===== config.mk =====
export PLATFORM = sky130hd
export DESIGN_NAME = irq_ctrl
export DESIGN_NICKNAME = d
export VERILOG_FILES = /design/src/rtl/irq_pkg.sv /design/src/rtl/irq_sync_edge.sv /design/src/rtl/irq_ctrl.sv
export SDC_FILE = /design/constraint.sdc
export NUM_CORES = 1
export LEC_CHECK = 0
export BUFFER_PORTS_ARGS = -buffer_cell sky130_fd_sc_hd__buf_2
export CAP_MARGIN = 20
export CORE_UTILIZATION = 40
export DETAILED_ROUTE_END_ITERATION = 10
export GPL_TIMING_DRIVEN = 0
export PLACE_DENSITY = 0.75
export SYNTH_ARGS = -nofsm -noshare
export SYNTH_HDL_FRONTEND = slang
export SYNTH_SLANG_ARGS = --single-unit

===== constraint.sdc =====
create_clock -name clk -period 1.9 [get_ports clk]
set_clock_uncertainty 0.15 [all_clocks]
set_input_delay 0.19 -clock clk [delete_from_list [all_inputs] [get_ports clk]]
set_output_delay 0.19 -clock clk [all_outputs]
set_load 0.05 [all_outputs]

===== src/rtl/irq_pkg.sv =====
// Shared constants for the external interrupt controller: default bus window
// base address and the word offsets of the four registers inside it.
package irq_pkg;

    localparam logic [31:0] BASE     = 32'h0000_7F20;

    localparam logic [1:0]  OFF_ACK  = 2'd0;
    localparam logic [1:0]  OFF_MASK = 2'd1;
    localparam logic [1:0]  OFF_MODE = 2'd2;
    localparam logic [1:0]  OFF_ID   = 2'd3;

endpackage


===== src/rtl/irq_sync_edge.sv =====
// Per-source two-flop synchroniser followed by an edge flop. Produces the
// synchronised level (s2) and a one-cycle rising-edge strobe (s2 & ~s3).
module irq_sync_edge (
    input  logic i_clk,
    input  logic i_rst_n,
    input  logic i_src,
    output logic o_s2,
    output logic o_rise
);

    logic r_s1;
    logic r_s2;
    logic r_s3;

    // Shift the raw source through s1/s2 for metastability, s3 remembers last s2
    always_ff @(posedge i_clk or negedge i_rst_n) begin
        if (!i_rst_n) begin
            r_s1 <= 1'b0;
            r_s2 <= 1'b0;
            r_s3 <= 1'b0;
        end else begin
            r_s1 <= i_src;
            r_s2 <= r_s1;
            r_s3 <= r_s2;
        end
    end

    assign o_s2   = r_s2;
    assign o_rise = r_s2 & ~r_s3;

endmodule


===== src/rtl/irq_ctrl.sv =====
// Memory-mapped external interrupt controller. Synchronises NSRC sources,
// qualifies each as level-high or rising-edge, latches pending bits, masks
// them and reports the lowest-index enabled pending source to the CPU.
module irq_ctrl #(
    parameter int          NSRC = 4,
    parameter logic [31:0] BASE = irq_pkg::BASE,
    parameter int          IDW  = 3
) (
    input  logic            clk,
    input  logic            reset,
    input  logic [NSRC-1:0] src_in,
    input  logic [31:0]     m_addr,
    input  logic [31:0]     m_wdata,
    input  logic [3:0]      m_byteen,
    output logic [31:0]     m_rdata,
    output logic            irq_out,
    output logic [IDW-1:0]  irq_id
);

    import irq_pkg::*;

    logic [NSRC-1:0] r_pending;
    logic [NSRC-1:0] r_mask;
    logic [NSRC-1:0] r_mode;
    logic            r_irq_out;
    logic [IDW-1:0]  r_irq_id;

    logic [NSRC-1:0] w_s2;
    logic [NSRC-1:0] w_rise;
    logic [NSRC-1:0] w_set;
    logic [NSRC-1:0] w_clr;
    logic [NSRC-1:0] w_req;
    logic [IDW-1:0]  w_req_idx;
    logic            w_hit;
    logic [1:0]      w_off;
    logic            w_wr;
    logic [NSRC-1:0] w_ack_field;
    logic [31:0]     w_unused_wdata;

    // Lowest set bit of a request vector wins.
    function automatic logic [IDW-1:0] prio_enc(input logic [NSRC-1:0] req);
        logic [IDW-1:0] idx;
        idx = '0;
        for (int i = NSRC - 1; i >= 0; i--) begin
            if (req[i]) idx = IDW'(i);
        end
        return idx;
    endfunction

    // Expand a source id into a single-bit clear vector.
    function automatic logic [NSRC-1:0] onehot(input logic [IDW-1:0] id);
        logic [NSRC-1:0] vec;
        for (int i = 0; i < NSRC; i++) begin
            vec[i] = (id == IDW'(i));
        end
        return vec;
    endfunction

    genvar g;
    generate
        for (g = 0; g < NSRC; g++) begin : g_src
            irq_sync_edge u_sync (
                .i_clk   (clk),
                .i_rst_n (reset),
                .i_src   (src_in[g]),
                .o_s2    (w_s2[g]),
                .o_rise  (w_rise[g])
            );
        end
    endgenerate

    assign w_hit          = (m_addr & ~32'hF) == BASE;
    assign w_off          = m_addr[3:2];
    assign w_wr           = w_hit && (|m_byteen);
    assign w_ack_field    = m_wdata[NSRC-1:0];
    assign w_unused_wdata = m_wdata;

    assign w_set     = (r_mode & w_rise) | (~r_mode & w_s2);
    assign w_req     = r_pending & r_mask;
    assign w_req_idx = prio_enc(w_req);

    // Ack clear vector: explicit bits if given, otherwise the reported source
    always_comb begin
        w_clr = '0;
        if (w_wr && (w_off == OFF_ACK)) begin
            if (w_ack_field != '0) begin
                w_clr = w_ack_field;
            end else if (r_irq_out) begin
                w_clr = onehot(r_irq_id);
            end
        end
    end

    // Pending latch; a set in the same cycle as its clear keeps the bit
    always_ff @(posedge clk or negedge reset) begin
        if (!reset) begin
            r_pending <= '0;
        end else begin
            r_pending <= (r_pending & ~w_clr) | w_set;
        end
    end

    // MASK and MODE registers, written only through the low byte lane
    always_ff @(posedge clk or negedge reset) begin
        if (!reset) begin
            r_mask <= '1;
            r_mode <= '0;
        end else if (w_wr && m_byteen[0]) begin
            if (w_off == OFF_MASK) r_mask <= w_ack_field;
            if (w_off == OFF_MODE) r_mode <= w_ack_field;
        end
    end

    // Registered request and id; id holds its last value when nothing is requested
    always_ff @(posedge clk or negedge reset) begin
        if (!reset) begin
            r_irq_out <= 1'b0;
            r_irq_id  <= '0;
        end else begin
            r_irq_out <= |w_req;
            if (|w_req) r_irq_id <= w_req_idx;
        end
    end

    // Combinational read mux; reads outside the window return zero
    always_comb begin
        m_rdata = 32'h0;
        if (w_hit) begin
            case (w_off)
                OFF_ACK:  m_rdata = 32'(r_pending);
                OFF_MASK: m_rdata = 32'(r_mask);
                OFF_MODE: m_rdata = 32'(r_mode);
                OFF_ID:   m_rdata = {r_irq_out, 28'b0, 3'(r_irq_id)};
                default:  m_rdata = 32'h0;
            endcase
        end
    end

    assign irq_out = r_irq_out;
    assign irq_id  = r_irq_id;

endmodule

Yosys cells after proc, flatten, opt, wreduce, memory -nomap -nowiden
Cells that the tools add are included.
{ "word_totals": {"ff_bits": 28, "in_bits": 74, "out_inout_bits": 36, "wordCells": 59} }
{ "classes": {"n_eq_ne": 7, "n_mux": 9, "bitwise": 16, "n_reduce_logical": 10} }
{ "ops": {"columns": ["op", "n"], "rows": [
  ["$pmux W32 S4", 1],
  ["$mux W32", 1],
  ["$eq A28 B11 Y1 const B", 1],
  ["$and A4 B4 Y4", 4],
  ["$mux W4", 3],
  ["$mux W2", 4],
  ["$not A4 Y4", 2],
  ["$or A4 B4 Y4", 2],
  ["$reduce_or A4 Y1", 2],
  ["$eq A3 B2 Y1 const B", 2],
  ["$and A1 B1 Y1", 4],
  ["$eq A2 B2 Y1 const B", 2],
  ["$not A1 Y1", 4],
  ["$reduce_and A2 Y1", 2],
  ["$reduce_bool A4 Y1", 1],
  ["$eq A3 B1 Y1 const B", 1],
  ["$logic_and A1 B1 Y1", 3],
  ["$logic_not A3 Y1", 1],
  ["$eq A2 B1 Y1 const B", 1],
  ["$logic_not A2 Y1", 1]
]} }

Longest topological paths before layout
{ "depth": {"word_depth": 7, "mapped_depth": 5, "ltp_nobuf": 4} }

Cells and area by module
Synthesis repeated with hierarchy kept, for this count alone.
{ "hier_totals": {"cells_unflattened": 135, "hier_area_um2": 1561.5} }
{ "modules_own_cells": {"columns": ["module", "n_inst", "cells_each", "area_each_um2", "seq_area_each_um2"], "rows": [
  ["irq_ctrl", 1, 119, 1206.2, 380.4],
  ["irq_sync_edge", 4, 4, 88.8, 75.1]
]} }

Least setup slack after synthesis
OpenSTA, ideal clock, no wires.
{ "synth_path": {"kind": "input to output", "from": "in m_addr[27]", "to": "out m_rdata[31]", "t_arrival_ps": 1577, "t_required_ps": 1560, "slack_ps": -17, "cell_stages": 3, "n_path_buf": 0, "path_cell_list": "or4_4 -> nor3_2 -> and4_1"} }
{ "synth_via": {"elab_chain_len": 2} }
{ "synth_lines": {"columns": ["item", "line", "text"], "rows": [
  ["start: declaration", "irq_ctrl.sv:12", "input logic [31:0] m_addr,"],
  ["$eq A28 B11 Y1", "irq_ctrl.sv:72", "assign w_hit = (m_addr & ~32'hF) == BASE;"],
  ["$mux W32", "irq_ctrl.sv:128", "if (w_hit) begin"],
  ["end: declaration", "irq_ctrl.sv:15", "output logic [31:0] m_rdata,"]
]} }
No other way between the ends.

Worst setup path in the final report
{ "layout_path": {"from": "reg r_irq_id[0] (netlist: irq_id[0])", "to": "out m_rdata[0]"} }
{ "layout_via": {"elab_chain_len": 2} }
{ "layout_lines": {"columns": ["item", "line", "text"], "rows": [
  ["start: declaration", "irq_ctrl.sv:26", "logic [IDW-1:0] r_irq_id;"],
  ["start signal: assignment", "irq_ctrl.sv:121", "if (|w_req) r_irq_id <= w_req_idx;"],
  ["$pmux W32 S4", "irq_ctrl.sv:129", "case (w_off)"],
  ["$mux W32", "irq_ctrl.sv:128", null]
]} }
No other way between the ends. The select of a mux whose other input is x is not followed.

==> impl_metrics.ini <==
[synthesis]
synth.mux.area_fraction_pct = 10.35
synth_top_family_by_area = simple AND/OR/NAND/NOR gates
synth_xor_area_share_pct = 0
synth_area_leaders = dfrtp_1, buf_4, dfstp_2
synthAdderAreaFrac_pct = 0
yosys_warnings = 0
synth_compound_area_share_pct = 9.098
syn-cell-area_sq_um = 1499
synth_simple_gate_area_share_pct = 19.78
synth_seq_cells = 27
netlist.area_leader.share_pct = 38.40
synthCells = 132
syn_avg_cell_area_sq_um = 11.36
ys_types = 34
yosysTopAreaCell = dfrtp_1
seq_area_frac_synth_pct = 45.41

[timing]
rsz0062_at_grt = false
tightestPinTransition_ns = 0.5741
hold_viol = 0
fin_crit_sh_pct = 98.03
min_period_ns = 1.862
fin_ws_ns = 0.03751
report.final.slew_viol_count = 0
max_freq_mhz = 536.9
setup_viol = 0
max_slew_margin_pct = 61.72

[floorplanning]
die_h_um = 63.22
io_pins = 110
fp.coreArea_sq_um = 3468
dieArea_sq_um = 3996
start_util_pct = 43.22
placementRows = 21
die_w_um = 63.22

[place]
dp_slack_ns = -0.2941
gp_congestion = 0.7760
dp_cells = 254
port_buffers = 49
dp_hpwl_um = 2457

[grt]
antenna_found_initial = 0
grt_max_degree = 28
grt_pass1_vias = 1036
overflow = 0
grt_pass1_wl_um = 4678
track_usage_pct = 14.95

[layout]
drive_above_1_share_pct = 47.27
diodes = 0
area_delta_synth_final_pct = 37.31
instances_no_fill = 266
nNetsFinal = 295

[clocking]
cts_tree = yes
path_clk_slew_ns = 0.09
clock_latency_ns = 0.27
clk_path_buf_depth = 2
root_buffer = clkbuf_8
tritoncts.num_buffers = 3
h-tree-depth = 1
cts_sinks = 27

[detailed_routing]
first_iter_violations = 50
postRouteAntennaNets = 0
dr.pass1.iters = 5
route.detailed.drc = 0
post_drt_wl_per_cell_um = 11.38
viasPerCell = 4.575
wl_um = 3028
vias = 1217

[pwr]
p_per_area_nw_per_um2 = 574.9
ir_drop_uv = 508.7
p_leak_uw = 0.001090

[job]
drv_cap = 0

[outcome]
status = finished clean

[setup_path]
timing.rr.start = irq_id[0]
reg2reg_slack_ns = 0.50
r2r-end = r_pending[2]
crit_slowest_cell = mux4_2
cp_max_fo = 5
slowest_delay_ns = 0.47
critPathLaunch = irq_id[0]
cp_data_required_time_ns = 1.56
r2r_cells = 4
arrival_ns = 1.52
startpoint_type = register
endpoint = m_rdata[0]
cp-end-kind = output pin
critical_path_class = reg2out
path_cells = mux4_2, and2_1, buf_4

[worst_hold_path]
hp-class = in2reg
-- cell families after synthesis --
| family | Yosys count |
|---|---|
| simple gates | 39 |
| flops | 27 |
| mux | 12 |
| compound gates | 21 |
| other cells | 1 |
| buf+inv | 32 |
-- worst min path at each step --
| stage | from | endpoint | slack (ns) | cells after the start |
|---|---|---|---|---|
| detailed placement | reset | g_src[2].u_sync.r_s1 | 0.07 | 1 |
| finish | m_wdata[2] | r_mode[2] | 0.06 | 2 |
| CTS | m_wdata[2] | r_mode[2] | 0.05 | 2 |
| floorplan | reset | g_src[0].u_sync.o_s2 | -0.26 | 0 |
| global placement | reset | g_src[2].u_sync.r_s1 | 0.06 | 1 |
| global route | m_wdata[2] | r_mode[2] | 0.06 | 2 |
-- critical path, delay by kind of cell, from the launching register on --
family | cells | cell delay, ns
buffers and inverters | 1 | 0.18
AND/OR/NAND/NOR | 1 | 0.16
flip-flops | 1 | 0.44
multiplexers | 1 | 0.47
-- power breakdown --
part	internal (uW)	switching, uW	total, uW
Clock	148	171	319
Sequential	587	4.54	592
Combinational	95.0	177	272
Total	831	352	1180
-- cells in the final DEF (no fill, tap or decap), drive strengths merged, types with 2 or more instances in the layout --
master,instances
a21boi,2
a21o,2
a21oi,8
a22oi,2
a41oi,3
and2,4
and4bb,2
buf,81
clkbuf,4
conb,28
dfrtp,23
dfstp,4
dlygate4sd3,5
inv,2
mux2,8
mux2i,2
mux4,2
nand2,12
nor2,3
nor3,4
nor3b,2
nor4,5
o21ai,2
-- final cells by class --
type                    instances  area, sq um
inverters                       2        7.507
multi-input cells             100        709.4
plain buffers                  30        219.0
flip-flops and latches         27        681.9
fillers                       306         1410
clock buffers                   3        41.29
repair buffers                 57        334.1
well taps                      46        57.56
clock inverters                 1        7.507
-- registers in the layout, summed over array words and instances (netlist names) --
| register | count |
|---|---|
| r_mode | 4 |
| r_pending | 4 |
| g_src.u_sync.r_s3 | 4 |
| irq_id | 2 |
| g_src.u_sync.r_s1 | 4 |
| g_src.u_sync.o_s2 | 4 |
| irq_out | 1 |
| r_mask | 4 |
-- through the flow --
stage | total power (uW) | cell area, sq um | TNS [ns] | utilization (%) | hold slack [ns]
after detailed placement | 864.8 | 1904 | -1.349 | 54.91 | 0.06935
after global placement | 861.9 | 1904 | -1.292 | 54.91 | 0.06474
after global routing | 1235 | 2058 | 0 | 59.34 | 0.05556
after floorplan | 800.0 | 1602 | 0 | - | -0.2556
final | 1183 | 2058 | 0 | 59.34 | 0.05576
after CTS | 1193 | 2034 | -0.01295 | 58.66 | 0.05221
-- Yosys cell counts, drive strengths merged --
cell type / number
mux2: 8
buf: 29
a31o: 1
a21o: 2
a21boi: 2
nor4: 5
mux4: 2
a41oi: 3
dfstp: 4
and4bb: 2
or4: 1
and4b: 1
and2: 4
dfrtp: 23
nor4b: 1
o21ai: 2
nor2b: 1
conb: 1
a31oi: 1
nand2: 12
nor3b: 2
a22oi: 2
nand4: 1
and4: 1
clkbuf: 1
nand3b: 1
mux2i: 2
nor2: 3
a21oi: 8
inv: 2
nor3: 4
-- metal layers --
layer / share of wire (%) / routed length (um) / global-route usage, %
met5: 0 / 0 / 0
met4: 0.46 / 14 / 2.557
met3: 9.2 / 280 / 4.348
met2: 48 / 1440 / 24.33
met1: 43 / 1291 / 19.98
-- timing repair --
action | 4_1_cts | 5_1_grt
gates cloned | 0 | 0
resized for setup | 8 | 2
hold buffers | 5 | 0
setup buffers | 1 | 2
hold endpoints to repair | 27 | 0
endpoints found under the setup margin | 5 | 2
pin swaps | 1 | 2
Note: power is estimated with default switching activity, not from simulation.
